**config.mk**
```make
export PLATFORM = sky130hd
export DESIGN_NAME = vip_axi4_rd_responder_flat
export DESIGN_NICKNAME = d
export VERILOG_FILES = /design/src/rtl/vip_axi4_rd_responder_if.sv /design/src/rtl/vip_axi4_rd_responder.sv /design/src/flat_wrapper.sv
export SDC_FILE = /design/constraint.sdc
export NUM_CORES = 1
export LEC_CHECK = 0
export CAP_MARGIN = 20
export CORE_MARGIN = 2
export CORE_UTILIZATION = 52
export DETAILED_ROUTE_END_ITERATION = 6
export PLACE_DENSITY = 0.86
export SKIP_CTS_REPAIR_TIMING = 1
export SYNTH_ARGS = -nofsm -noshare
export SYNTH_HDL_FRONTEND = slang
export SYNTH_SLANG_ARGS = --single-unit
```
**constraint.sdc**
```tcl
create_clock -name clk -period 9.78 [get_ports clk]
set_input_delay 1.467 -clock clk [delete_from_list [all_inputs] [get_ports clk]]
set_output_delay 1.467 -clock clk [all_outputs]
set_load 0.01 [all_outputs]
```
**src/rtl/vip_axi4_rd_responder_if.sv**
```systemverilog
// AXI4 read-address and read-data channel bundle for vip_axi4_rd_responder.
// slave = responder side, master = requester side.
interface vip_axi4_rd_responder_if #(
  parameter int unsigned ID_WIDTH_P   = 4,
  parameter int unsigned ADDR_WIDTH_P = 32,
  parameter int unsigned DATA_WIDTH_P = 64,
  parameter int unsigned USER_WIDTH_P = 1
);
  logic [ID_WIDTH_P-1:0]   arid;
  logic [ADDR_WIDTH_P-1:0] araddr;
  logic [7:0]              arlen;
  logic [2:0]              arsize;
  logic [1:0]              arburst;
  logic [USER_WIDTH_P-1:0] aruser;
  logic                    arvalid;
  logic                    arready;

  logic [ID_WIDTH_P-1:0]   rid;
  logic [DATA_WIDTH_P-1:0] rdata;
  logic [1:0]              rresp;
  logic                    rlast;
  logic [USER_WIDTH_P-1:0] ruser;
  logic                    rvalid;
  logic                    rready;

  modport slave (
    input  arid, araddr, arlen, arsize, arburst, aruser, arvalid, rready,
    output arready, rid, rdata, rresp, rlast, ruser, rvalid
  );

  modport master (
    output arid, araddr, arlen, arsize, arburst, aruser, arvalid, rready,
    input  arready, rid, rdata, rresp, rlast, ruser, rvalid
  );
endinterface

```
**src/rtl/vip_axi4_rd_responder.sv**
```systemverilog
// AXI4 read responder: one AR at a time, each beat fetched from a
// synchronous-read memory port (data valid one cycle after mem_rd).
// Illegal requests return len+1 SLVERR beats without touching memory.
// Optional macro VIP_AXI4_RD_RESPONDER_DELAY_EN adds cfg_delay idle cycles
// between data capture and rvalid on every OKAY beat.
module vip_axi4_rd_responder #(
  parameter int unsigned ID_WIDTH_P   = 4,
  parameter int unsigned ADDR_WIDTH_P = 32,
  parameter int unsigned DATA_WIDTH_P = 64,
  parameter int unsigned USER_WIDTH_P = 1
) (
  input  logic                    clk,
  input  logic                    rst,
  vip_axi4_rd_responder_if.slave  axi,
  output logic                    mem_rd,
  output logic [ADDR_WIDTH_P-1:0] mem_addr,
  input  logic [DATA_WIDTH_P-1:0] mem_rdata,
  input  logic [3:0]              cfg_delay
);

`ifdef VIP_AXI4_RD_RESPONDER_DELAY_EN
  typedef enum logic [2:0] {ST_IDLE, ST_FETCH, ST_CAPTURE, ST_RESP, ST_DELAY} state_e;
`else
  typedef enum logic [1:0] {ST_IDLE, ST_FETCH, ST_CAPTURE, ST_RESP} state_e;
`endif

  typedef enum logic [1:0] {BURST_FIXED, BURST_INCR, BURST_WRAP, BURST_RSVD} burst_e;

  localparam logic [ADDR_WIDTH_P-1:0] ONE_LP      = ADDR_WIDTH_P'(1);
  localparam logic [ADDR_WIDTH_P-1:0] DBYTES_LP   = ADDR_WIDTH_P'(DATA_WIDTH_P / 8);
  localparam int unsigned             MAX_SIZE_LP = $clog2(DATA_WIDTH_P / 8);
  localparam logic [1:0]              RESP_OKAY   = 2'b00;
  localparam logic [1:0]              RESP_SLVERR = 2'b10;

  state_e                  state_q, state_d;
  logic                    arready_q, arready_d;
  logic                    rvalid_q, rvalid_d;
  logic                    rlast_q, rlast_d;
  logic [1:0]              rresp_q, rresp_d;
  logic [ID_WIDTH_P-1:0]   rid_q, rid_d;
  logic [DATA_WIDTH_P-1:0] rdata_q, rdata_d;
  logic [USER_WIDTH_P-1:0] ruser_q, ruser_d;
  logic                    mem_rd_q, mem_rd_d;
  logic [ADDR_WIDTH_P-1:0] mem_addr_q, mem_addr_d;
  logic [ADDR_WIDTH_P-1:0] addr_q, addr_d;
  logic [7:0]              len_q, len_d;
  logic [2:0]              size_q, size_d;
  burst_e                  burst_q, burst_d;
  logic [7:0]              beat_cnt_q, beat_cnt_d;
  logic                    err_q, err_d;
`ifdef VIP_AXI4_RD_RESPONDER_DELAY_EN
  logic [3:0]              delay_cnt_q, delay_cnt_d;
`else
  logic                    unused_cfg_delay;
  assign unused_cfg_delay = ^cfg_delay;
`endif

  logic                    req_illegal;
  logic [ADDR_WIDTH_P-1:0] nxt_addr;

  function automatic logic [ADDR_WIDTH_P-1:0] beat_bytes(input logic [2:0] size);
    return ONE_LP << size;
  endfunction

  function automatic logic [ADDR_WIDTH_P-1:0] align_down(
    input logic [ADDR_WIDTH_P-1:0] a, input logic [ADDR_WIDTH_P-1:0] bytes);
    return a & ~(bytes - ONE_LP);
  endfunction

  // Address of the beat following 'a' for the captured burst type.
  function automatic logic [ADDR_WIDTH_P-1:0] next_beat_addr(
    input logic [ADDR_WIDTH_P-1:0] a, input logic [2:0] size,
    input logic [7:0] len, input burst_e burst);
    logic [ADDR_WIDTH_P-1:0] bytes, total, lo, nxt;
    bytes = beat_bytes(size);
    total = bytes * (ADDR_WIDTH_P'(len) + ONE_LP);
    lo    = a & ~(total - ONE_LP);
    nxt   = a + bytes;
    case (burst)
      BURST_INCR: nxt = align_down(a, bytes) + bytes;
      BURST_WRAP: if (nxt == lo + total) nxt = lo;
      default:    nxt = a;
    endcase
    return nxt;
  endfunction

  function automatic logic is_illegal(
    input burst_e burst, input logic [2:0] size, input logic [7:0] len,
    input logic [11:0] page_off);
    logic [31:0] off, span;
    logic        bad;
    off  = 32'(page_off) & ~((32'd1 << size) - 32'd1);
    span = (32'(len) + 32'd1) << size;
    bad  = 1'b0;
    if (burst == BURST_RSVD) bad = 1'b1;
    if (32'(size) > MAX_SIZE_LP) bad = 1'b1;
    if (burst == BURST_INCR && (off + span) > 32'd4096) bad = 1'b1;
    if (burst == BURST_WRAP &&
        !(len == 8'd1 || len == 8'd3 || len == 8'd7 || len == 8'd15)) bad = 1'b1;
    if (burst == BURST_FIXED && len > 8'd15) bad = 1'b1;
    return bad;
  endfunction

  assign req_illegal = is_illegal(burst_e'(axi.arburst), axi.arsize, axi.arlen,
                                  axi.araddr[11:0]);
  assign nxt_addr    = next_beat_addr(addr_q, size_q, len_q, burst_q);

  assign axi.arready = arready_q;
  assign axi.rvalid  = rvalid_q;
  assign axi.rlast   = rlast_q;
  assign axi.rresp   = rresp_q;
  assign axi.rid     = rid_q;
  assign axi.rdata   = rdata_q;
  assign axi.ruser   = ruser_q;
  assign mem_rd      = mem_rd_q;
  assign mem_addr    = mem_addr_q;

  // State and registered-output update; reset aborts any burst in flight.
  always_ff @(posedge clk or posedge rst) begin
    if (rst) begin
      state_q     <= ST_IDLE;
      arready_q   <= 1'b0;
      rvalid_q    <= 1'b0;
      rlast_q     <= 1'b0;
      rresp_q     <= '0;
      rid_q       <= '0;
      rdata_q     <= '0;
      ruser_q     <= '0;
      mem_rd_q    <= 1'b0;
      mem_addr_q  <= '0;
      addr_q      <= '0;
      len_q       <= '0;
      size_q      <= '0;
      burst_q     <= BURST_FIXED;
      beat_cnt_q  <= '0;
      err_q       <= 1'b0;
`ifdef VIP_AXI4_RD_RESPONDER_DELAY_EN
      delay_cnt_q <= '0;
`endif
    end else begin
      state_q     <= state_d;
      arready_q   <= arready_d;
      rvalid_q    <= rvalid_d;
      rlast_q     <= rlast_d;
      rresp_q     <= rresp_d;
      rid_q       <= rid_d;
      rdata_q     <= rdata_d;
      ruser_q     <= ruser_d;
      mem_rd_q    <= mem_rd_d;
      mem_addr_q  <= mem_addr_d;
      addr_q      <= addr_d;
      len_q       <= len_d;
      size_q      <= size_d;
      burst_q     <= burst_d;
      beat_cnt_q  <= beat_cnt_d;
      err_q       <= err_d;
`ifdef VIP_AXI4_RD_RESPONDER_DELAY_EN
      delay_cnt_q <= delay_cnt_d;
`endif
    end
  end

  // Next-state and next-output logic. mem_rd is raised on entry to FETCH so
  // the strobe is registered yet lines up with the FETCH cycle itself.
  always_comb begin
    state_d     = state_q;
    arready_d   = arready_q;
    rvalid_d    = rvalid_q;
    rlast_d     = rlast_q;
    rresp_d     = rresp_q;
    rid_d       = rid_q;
    rdata_d     = rdata_q;
    ruser_d     = ruser_q;
    mem_rd_d    = 1'b0;
    mem_addr_d  = mem_addr_q;
    addr_d      = addr_q;
    len_d       = len_q;
    size_d      = size_q;
    burst_d     = burst_q;
    beat_cnt_d  = beat_cnt_q;
    err_d       = err_q;
`ifdef VIP_AXI4_RD_RESPONDER_DELAY_EN
    delay_cnt_d = delay_cnt_q;
`endif

    case (state_q)
      ST_IDLE: begin
        arready_d = 1'b1;
        if (axi.arvalid && arready_q) begin
          arready_d  = 1'b0;
          rid_d      = axi.arid;
          ruser_d    = axi.aruser;
          addr_d     = axi.araddr;
          len_d      = axi.arlen;
          size_d     = axi.arsize;
          burst_d    = burst_e'(axi.arburst);
          beat_cnt_d = '0;
          err_d      = req_illegal;
          if (req_illegal) begin
            state_d  = ST_RESP;
            rvalid_d = 1'b1;
            rdata_d  = '0;
            rresp_d  = RESP_SLVERR;
            rlast_d  = (axi.arlen == 8'd0);
          end else begin
            state_d    = ST_FETCH;
            mem_rd_d   = 1'b1;
            mem_addr_d = align_down(axi.araddr, DBYTES_LP);
          end
        end
      end

      ST_FETCH: begin
        if (err_q) begin
          state_d  = ST_RESP;
          rvalid_d = 1'b1;
          rdata_d  = '0;
          rresp_d  = RESP_SLVERR;
          rlast_d  = (beat_cnt_q == len_q);
        end else begin
          state_d = ST_CAPTURE;
        end
      end

      ST_CAPTURE: begin
        rdata_d = mem_rdata;
        rresp_d = RESP_OKAY;
        rlast_d = (beat_cnt_q == len_q);
`ifdef VIP_AXI4_RD_RESPONDER_DELAY_EN
        if (cfg_delay != 4'd0) begin
          delay_cnt_d = cfg_delay;
          state_d     = ST_DELAY;
        end else begin
          rvalid_d = 1'b1;
          state_d  = ST_RESP;
        end
`else
        rvalid_d = 1'b1;
        state_d  = ST_RESP;
`endif
      end

`ifdef VIP_AXI4_RD_RESPONDER_DELAY_EN
      ST_DELAY: begin
        if (delay_cnt_q <= 4'd1) begin
          rvalid_d = 1'b1;
          state_d  = ST_RESP;
        end else begin
          delay_cnt_d = delay_cnt_q - 4'd1;
        end
      end
`endif

      ST_RESP: begin
        if (rvalid_q && axi.rready) begin
          rvalid_d = 1'b0;
          rlast_d  = 1'b0;
          if (rlast_q) begin
            state_d   = ST_IDLE;
            arready_d = 1'b1;
          end else begin
            beat_cnt_d = beat_cnt_q + 8'd1;
            addr_d     = nxt_addr;
            state_d    = ST_FETCH;
            if (!err_q) begin
              mem_rd_d   = 1'b1;
              mem_addr_d = align_down(nxt_addr, DBYTES_LP);
            end
          end
        end
      end

      default: state_d = ST_IDLE;
    endcase
  end

endmodule

```
**src/flat_wrapper.sv**
```systemverilog
// flat-port wrapper written by rule: the top's interface ports become plain ports
module vip_axi4_rd_responder_flat 
#(
  parameter int unsigned ID_WIDTH_P   = 4,
  parameter int unsigned ADDR_WIDTH_P = 32,
  parameter int unsigned DATA_WIDTH_P = 64,
  parameter int unsigned USER_WIDTH_P = 1
)
  (clk, rst, mem_rd, mem_addr, mem_rdata, cfg_delay, axi_arid, axi_araddr, axi_arlen, axi_arsize, axi_arburst, axi_aruser, axi_arvalid, axi_rready, axi_arready, axi_rid, axi_rdata, axi_rresp, axi_rlast, axi_ruser, axi_rvalid);
  vip_axi4_rd_responder_if #(.ID_WIDTH_P(ID_WIDTH_P), .ADDR_WIDTH_P(ADDR_WIDTH_P), .DATA_WIDTH_P(DATA_WIDTH_P), .USER_WIDTH_P(USER_WIDTH_P)) axi_i ();
  input  logic clk;
  input  logic rst;
  output logic mem_rd;
  output logic [ADDR_WIDTH_P-1:0] mem_addr;
  input  logic [DATA_WIDTH_P-1:0] mem_rdata;
  input  logic [3:0] cfg_delay;
  input wire logic [$bits(axi_i.arid)-1:0] axi_arid;
  input wire logic [$bits(axi_i.araddr)-1:0] axi_araddr;
  input wire logic [$bits(axi_i.arlen)-1:0] axi_arlen;
  input wire logic [$bits(axi_i.arsize)-1:0] axi_arsize;
  input wire logic [$bits(axi_i.arburst)-1:0] axi_arburst;
  input wire logic [$bits(axi_i.aruser)-1:0] axi_aruser;
  input wire logic [$bits(axi_i.arvalid)-1:0] axi_arvalid;
  input wire logic [$bits(axi_i.rready)-1:0] axi_rready;
  output wire logic [$bits(axi_i.arready)-1:0] axi_arready;
  output wire logic [$bits(axi_i.rid)-1:0] axi_rid;
  output wire logic [$bits(axi_i.rdata)-1:0] axi_rdata;
  output wire logic [$bits(axi_i.rresp)-1:0] axi_rresp;
  output wire logic [$bits(axi_i.rlast)-1:0] axi_rlast;
  output wire logic [$bits(axi_i.ruser)-1:0] axi_ruser;
  output wire logic [$bits(axi_i.rvalid)-1:0] axi_rvalid;
  assign axi_i.arid = axi_arid;
  assign axi_i.araddr = axi_araddr;
  assign axi_i.arlen = axi_arlen;
  assign axi_i.arsize = axi_arsize;
  assign axi_i.arburst = axi_arburst;
  assign axi_i.aruser = axi_aruser;
  assign axi_i.arvalid = axi_arvalid;
  assign axi_i.rready = axi_rready;
  assign axi_arready = axi_i.arready;
  assign axi_rid = axi_i.rid;
  assign axi_rdata = axi_i.rdata;
  assign axi_rresp = axi_i.rresp;
  assign axi_rlast = axi_i.rlast;
  assign axi_ruser = axi_i.ruser;
  assign axi_rvalid = axi_i.rvalid;
  vip_axi4_rd_responder #(.ID_WIDTH_P(ID_WIDTH_P), .ADDR_WIDTH_P(ADDR_WIDTH_P), .DATA_WIDTH_P(DATA_WIDTH_P), .USER_WIDTH_P(USER_WIDTH_P)) u_core (.clk(clk), .rst(rst), .axi(axi_i), .mem_rd(mem_rd), .mem_addr(mem_addr), .mem_rdata(mem_rdata), .cfg_delay(cfg_delay));
endmodule
```
# == Word level (Yosys, flattened, before mapping) ==
# Index checks and enable logic that the tools add are counted.
# word_totals
ff_bits,163
in_bits,122
out_inout_bits,107
wordCells,139
# classes
n_addsub,10
mul,1
magnitude_cmp,3
n_eq_ne,23
shifts,3
n_mux,54
bitwise_logic,6
reduce_logical,22
# ops
cell,count
32-bit two-way mux,9
64-bit two-way mux,3
32-bit case mux with 2 select lines,3
64-bit case mux with 3 select lines,1
32-bit adder,4
32-bit NOT,3
32-bit by 1-bit subtractor with 32-bit output (second input constant),3
32-bit AND,2
1-bit by 3-bit << shifter with 32-bit output (first input constant),2
12-bit by 32-bit AND with 32-bit output,1
32-bit == test,1
32-bit by 13-bit greater-than comparator with 1-bit output (second input constant),1
32-bit by 32-bit multiplier with 32-bit output,1
32-bit by 3-bit << shifter with 32-bit output,1
8-bit two-way mux,3
1-bit two-way mux,22
8-bit by 1-bit adder with 9-bit output (second input constant),2
8-bit case mux with 2 select lines,1
2-bit two-way mux,6
4-bit AND reduction,3
2-bit == test (second input constant),5
2-bit by 1-bit != test with 1-bit output (second input constant),5
8-bit by 1-bit adder with 8-bit output (second input constant),1
8-bit by 1-bit == test with 1-bit output (second input constant),1
24 further kinds,38

# == Logic depth before layout (Yosys ltp) ==
# logic_depth
ltp_word,13
mapped_depth,40
depth_no_buf,34

# == Worst setup path before layout ==
# Ideal clock, no wire load.
# synth_path
path_kind,register to register
startpoint,register u_core.size_q[1]
endpoint,register u_core.mem_addr_q[5] (netlist: u_core.mem_addr[5])
setup_ns,0.087
arrival_ns,9.081
t_required_ns,9.693
path_slack_ns,0.612
path_stages_with_launch,37
n_path_buf,6
cell_sequence,dfrtp_1 > clkbuf_1 > clkbuf_1 > buf_1 > nor2b_1 > nand2_1 > inv_1 > nand2b_1 > fa_1 > fa_1 > inv_1 > fa_1 > inv_1 > fa_1 > inv_1 > ha_1 > buf_6 > a21oi_1 > xnor2_1 > o22a_1 > nor4_2 > and4_1 > nand2_1 > and3_1 > ha_1 > a31oi_1 > nor4b_1 > a2bb2oi_4 > mux2i_1 > or4_1 > or4b_1 > buf_2 > or2_1 > buf_6 > mux2_4 > o32a_1 > a211oi_2
# synth_between
elab_chain_len,13
# synth_rtl
item,line_no,text
start: declaration,vip_axi4_rd_responder.sv:47,"logic [2:0] size_q, size_d;"
start signal: assignment,vip_axi4_rd_responder.sv:153,size_q <= size_d;
1-bit by 3-bit << shifter with 32-bit output *,vip_axi4_rd_responder.sv:62,return ONE_LP << size;
32-bit by 32-bit multiplier with 32-bit output,vip_axi4_rd_responder.sv:76,total = bytes * (ADDR_WIDTH_P'(len) + ONE_LP);
32-bit by 1-bit subtractor with 32-bit output,vip_axi4_rd_responder.sv:77,lo = a & ~(total - ONE_LP);
32-bit NOT,vip_axi4_rd_responder.sv:77,
32-bit AND,vip_axi4_rd_responder.sv:77,
32-bit adder,vip_axi4_rd_responder.sv:81,BURST_WRAP: if (nxt == lo + total) nxt = lo;
32-bit == test,vip_axi4_rd_responder.sv:81,
32-bit two-way mux,vip_axi4_rd_responder.sv:81,
32-bit case mux with 2 select lines *,vip_axi4_rd_responder.sv:79,case (burst)
32-bit two-way mux *,vip_axi4_rd_responder.sv:265,if (!err_q) begin
32-bit two-way mux *,vip_axi4_rd_responder.sv:258,if (rlast_q) begin
32-bit two-way mux *,vip_axi4_rd_responder.sv:255,if (rvalid_q && axi.rready) begin
32-bit case mux with 2 select lines *,vip_axi4_rd_responder.sv:186,case (state_q)
end signal: assignment,vip_axi4_rd_responder.sv:150,mem_addr_q <= mem_addr_d;
end: declaration,vip_axi4_rd_responder.sv:44,"logic [ADDR_WIDTH_P-1:0] mem_addr_q, mem_addr_d;"
# Every way passes the cells marked *; elsewhere a longest branch is shown, timed or not. The select of a mux whose other input is x is not followed.
# A chain may end at the register's enable or synchronous reset.

# == Worst setup path in the final report ==
# layout_path
startpoint,register u_core.len_q[0]
endpoint,register u_core.addr_q[14]
# layout_between
elab_chain_len,12
# layout_rtl
item,line_no,text
start: declaration,vip_axi4_rd_responder.sv:46,"logic [7:0] len_q, len_d;"
start signal: assignment,vip_axi4_rd_responder.sv:152,len_q <= len_d;
8-bit by 1-bit adder with 9-bit output *,vip_axi4_rd_responder.sv:76,
32-bit by 32-bit multiplier with 32-bit output *,vip_axi4_rd_responder.sv:76,
32-bit by 1-bit subtractor with 32-bit output,vip_axi4_rd_responder.sv:77,
32-bit NOT,vip_axi4_rd_responder.sv:77,
32-bit AND,vip_axi4_rd_responder.sv:77,
32-bit adder,vip_axi4_rd_responder.sv:81,
32-bit == test,vip_axi4_rd_responder.sv:81,
32-bit two-way mux *,vip_axi4_rd_responder.sv:81,
32-bit case mux with 2 select lines *,vip_axi4_rd_responder.sv:79,
32-bit two-way mux *,vip_axi4_rd_responder.sv:258,
32-bit two-way mux *,vip_axi4_rd_responder.sv:255,
32-bit case mux with 2 select lines *,vip_axi4_rd_responder.sv:186,
end signal: assignment,vip_axi4_rd_responder.sv:151,addr_q <= addr_d;
end: declaration,vip_axi4_rd_responder.sv:45,"logic [ADDR_WIDTH_P-1:0] addr_q, addr_d;"
# Marked as above.

==> impl_metrics.py <==
metrics = {
    "cells_and_area": {
        "drive_gt1_share_pct": 7.58,
        "area.growth.synth_to_final_pct": 19.4,
        "fill_cells": 2597,
        "final_nets": 2585,
    },
    "drt": {
        "drt_iter0_drcs": 1825,
        "drt_wl_total_um": 55500,
        "drtAntennaViolNets": 0,
        "first_pass_detailed_route_iteration_total": 6,
        "drc": 0,
        "detail_route.wl_per_cell_um": 20.2,
        "drt-vias-per-instance": 6.30,
        "via_count": 17300,
    },
    "timing": {
        "finalSetupViolations": 0,
        "tightest_slew_ns": 1.01,
        "fin_crit_ns": 9.46,
        "max_clock_freq_mhz": 106,
        "period_share_pct": 96.7,
        "slew_viol_final": 0,
        "relative_slew_margins_pct": 32.1,
        "report.final.hold_viol_count": 0,
        "final_critical_path_setup_slack_ns": 0.324,
        "fin_worst_skew_ns": 0.0143,
    },
    "worst_setup_path": {
        "regToRegStartpoint": "u_core.len_q[0]",
        "ff2ff_setup_slack_ns": 0.32,
        "worstReg2RegEnd": "u_core.addr_q[14]",
        "critical_path_start_end_classification": "reg2reg",
        "worst_setup_path_end_kind": "register",
        "worst-endpoint-required_ns": 10.08,
        "critical_path.slowest_cell": "fa_1",
        "crit_family": "adder cells",
        "critPathBufInv": 6,
        "cp_max_fo": 20,
        "worst_r2r_path_depth": 33,
        "worstSetupStartpointType": "register",
        "crit_arrival_ns": 9.75,
        "critical_path.max_stage_delay_ns": 0.56,
    },
    "place": {
        "finalWeightedCongestion": 1.00,
        "dp_hpwl_um": 42400,
        "dp_worst_setup_slack_ns": 0.0398,
        "port-buffer-count": 220,
    },
    "logic_synthesis": {
        "dominantRegCellSynth": "dfrtp_1",
        "yosys_register_bits": 159,
        "yosysWarnings": 0,
        "post_synth_instance_area_sq_um": 16600,
        "post_synth_num_cell_types": 105,
        "synth-async-reset-ratio_pct": 100,
        "synth-edff-count": 0,
        "synth.top_cells.by_area": "dfrtp_1 (24%), nand2_1 (7.9%), ha_1 (6.1%)",
        "synthesis.instances": 2196,
        "seq_area_frac_synth_pct": 24.0,
        "synth_largest_type_area_fraction_pct": 24.0,
        "post_synth.cell_area_avg_sq_um": 7.56,
        "synth_top_cell_by_area": "dfrtp_1",
    },
    "job": {
        "cap_violations": 0,
    },
    "floorplan": {
        "die_w_um": 183,
        "design.portCount": 229,
        "fp.coreArea_sq_um": 31500,
        "total_die_area_sq_um": 33400,
        "initial_utilization_pct": 52.8,
        "die_y_um": 183,
        "num_rows": 65,
    },
    "cts": {
        "clk_path_buf_depth": 2,
        "clkSlewWorstSetupHoldPaths_ns": 0.07,
        "ctsHtreeMaxLevel": 4,
        "tritoncts.num_buffers": 17,
        "clk_latency_ns": 0.43,
        "clock-root-buffer": "clkbuf_16",
        "clock_sinks": 159,
        "tritoncts": "done",
    },
    "global_routing": {
        "grt.total_usage_pct": 33.0,
        "maximum_number_of_pins_on_one_net_before_global_route_repair": 96,
        "global_route.overflow_total": 0,
        "grt_pass1_wl_um": 88400,
        "number_of_global_route_vias_before_repair": 16900,
        "antenna_found_initial": 3,
    },
    "power": {
        "p_total_uw": 7770,
        "cellLeakagePower_uw": 0.00839,
        "pwr_density_cell_nw_per_um2": 392,
        "vdd_ir_max_mv": 0.260,
    },
    "hold_path": {
        "hp-class": "reg2reg",
        "end_point_of_the_most_critical_hold_path": "u_core.axi.rdata[38]",
        "hold_start": "u_core.axi.rdata[38]",
        "worst_hold_path.num_cells": 2,
    },
    "status": {
        "run_status": "finished, final reports clean",
    },
}
-- layer usage --
metal	vias up	global-route usage [%]	part of all wire [%]
met4	2	11.9	3.0
met2	956	54.4	47
met1	8183	42.6	40
li1	8079	-	-
met3	111	7.34	10
met5	-	0	0.014
-- synth_stat cells, drive strengths merged (33+ instances only) --
| cell type | count |
|---|---|
| xor2 | 39 |
| a31oi | 33 |
| nor3 | 49 |
| o21ai | 190 |
| nand3 | 78 |
| nor2 | 188 |
| nand4 | 33 |
| a21oi | 107 |
| xnor2 | 77 |
| clkbuf | 127 |
| ha | 81 |
| nand2 | 348 |
| fa | 45 |
| dfrtp | 159 |
| inv | 124 |
-- where the power goes --
part / internal (uW) / total, uW / switching, uW / leakage, uW
sequential: 972 / 1410 / 438 / 0.00203
combinational: 2240 / 5700 / 3460 / 0.00609
clock: 361 / 659 / 297 / 0.000273
-- metrics by stage --
step	instance area [sq um]	setup TNS (ns)	hold slack [ns]	util [%]	instances
2_1_floorplan	16600	0	0.486	-	2199
3_3_place_gp	19100	0	0.460	60.6	2717
3_5_place_dp	19100	0	0.470	60.6	2717
4_1_cts	19700	-0.0164	0.486	62.4	2748
5_1_grt	19800	-0.0811	0.513	63.0	2753
6_report	19800	0	0.484	63.0	2753
-- logic make-up after synthesis --
kind of cell / after synthesis / synth area share (%)
compound gates: 600 / 24.3
xor+xnor: 116 / 6.16
fa+ha+maj: 126 / 11.5
buf+inv: 281 / 6.73
flops: 159 / 24.0
mux: 37 / 2.43
other cells: 1 / 0.0226
simple gates: 876 / 24.9
-- how the worst max path moves through the flow --
stage / start / endpoint / cells past startpoint
3_5_place_dp: u_core.len_q[1] / u_core.mem_addr[14] / 33
3_3_place_gp: u_core.size_q[1] / u_core.mem_addr[5] / 32
5_1_grt: u_core.len_q[0] / u_core.mem_addr[15] / 32
2_1_floorplan: u_core.size_q[1] / u_core.mem_addr[5] / 36
4_1_cts: u_core.size_q[1] / u_core.mem_addr[5] / 33
6_report: u_core.len_q[0] / u_core.addr_q[14] / 33
-- flip-flops by register name, summed over array words and instances (netlist names), 2 cells and up --
signal and count:
u_core.beat_cnt_q 8, u_core.state_q 2, u_core.axi.rdata 64, u_core.axi.rid 4, u_core.size_q 3, u_core.addr_q 32, u_core.mem_addr 29, u_core.len_q 8
u_core.burst_q 2
-- worst register-to-register path: cells and delay by family (launching register included) --
family	cells	cell delay, ns
XOR/XNOR	2	0.71
buffers and inverters	6	0.98
adder cells (fa/ha/maj)	6	2.67
flip-flops	1	0.42
AO/OA/AOI/OAI	8	2.42
AND/OR/NAND/NOR	11	2.16
-- cell usage in the layout (no fill, tap or decap), types with 23 or more instances in the layout --
master           instances
and3_1                  27
nand2b_1                23
nor3_1                  46
nand3_1                 76
buf_4                   52
xnor2_1                 74
inv_1                  122
a21oi_1                105
or3_1                   24
and2_1                  26
fa_1                    45
nor2_1                 185
clkdlybuf4s50_1        220
dfrtp_1                155
o31ai_1                 25
o21ai_0                173
nand2_1                347
nand4_1                 33
a31oi_1                 32
xor2_1                  35
ha_1                    78
-- cell type report --
class / count / area (sq um) / area share [%]
clock buffer: 18 / 439 / 2.21
timing repair buffer: 273 / 2620 / 13.2
inverter: 127 / 482 / 2.43
antenna: 2 / 5.00 / 0.0252
tap: 402 / 503 / 2.54
clock inverter: 13 / 131 / 0.663
sequential: 159 / 3980 / 20.1
multi-input combinational: 1759 / 11700 / 58.8
Note: power is estimated with default switching activity, not from simulation.
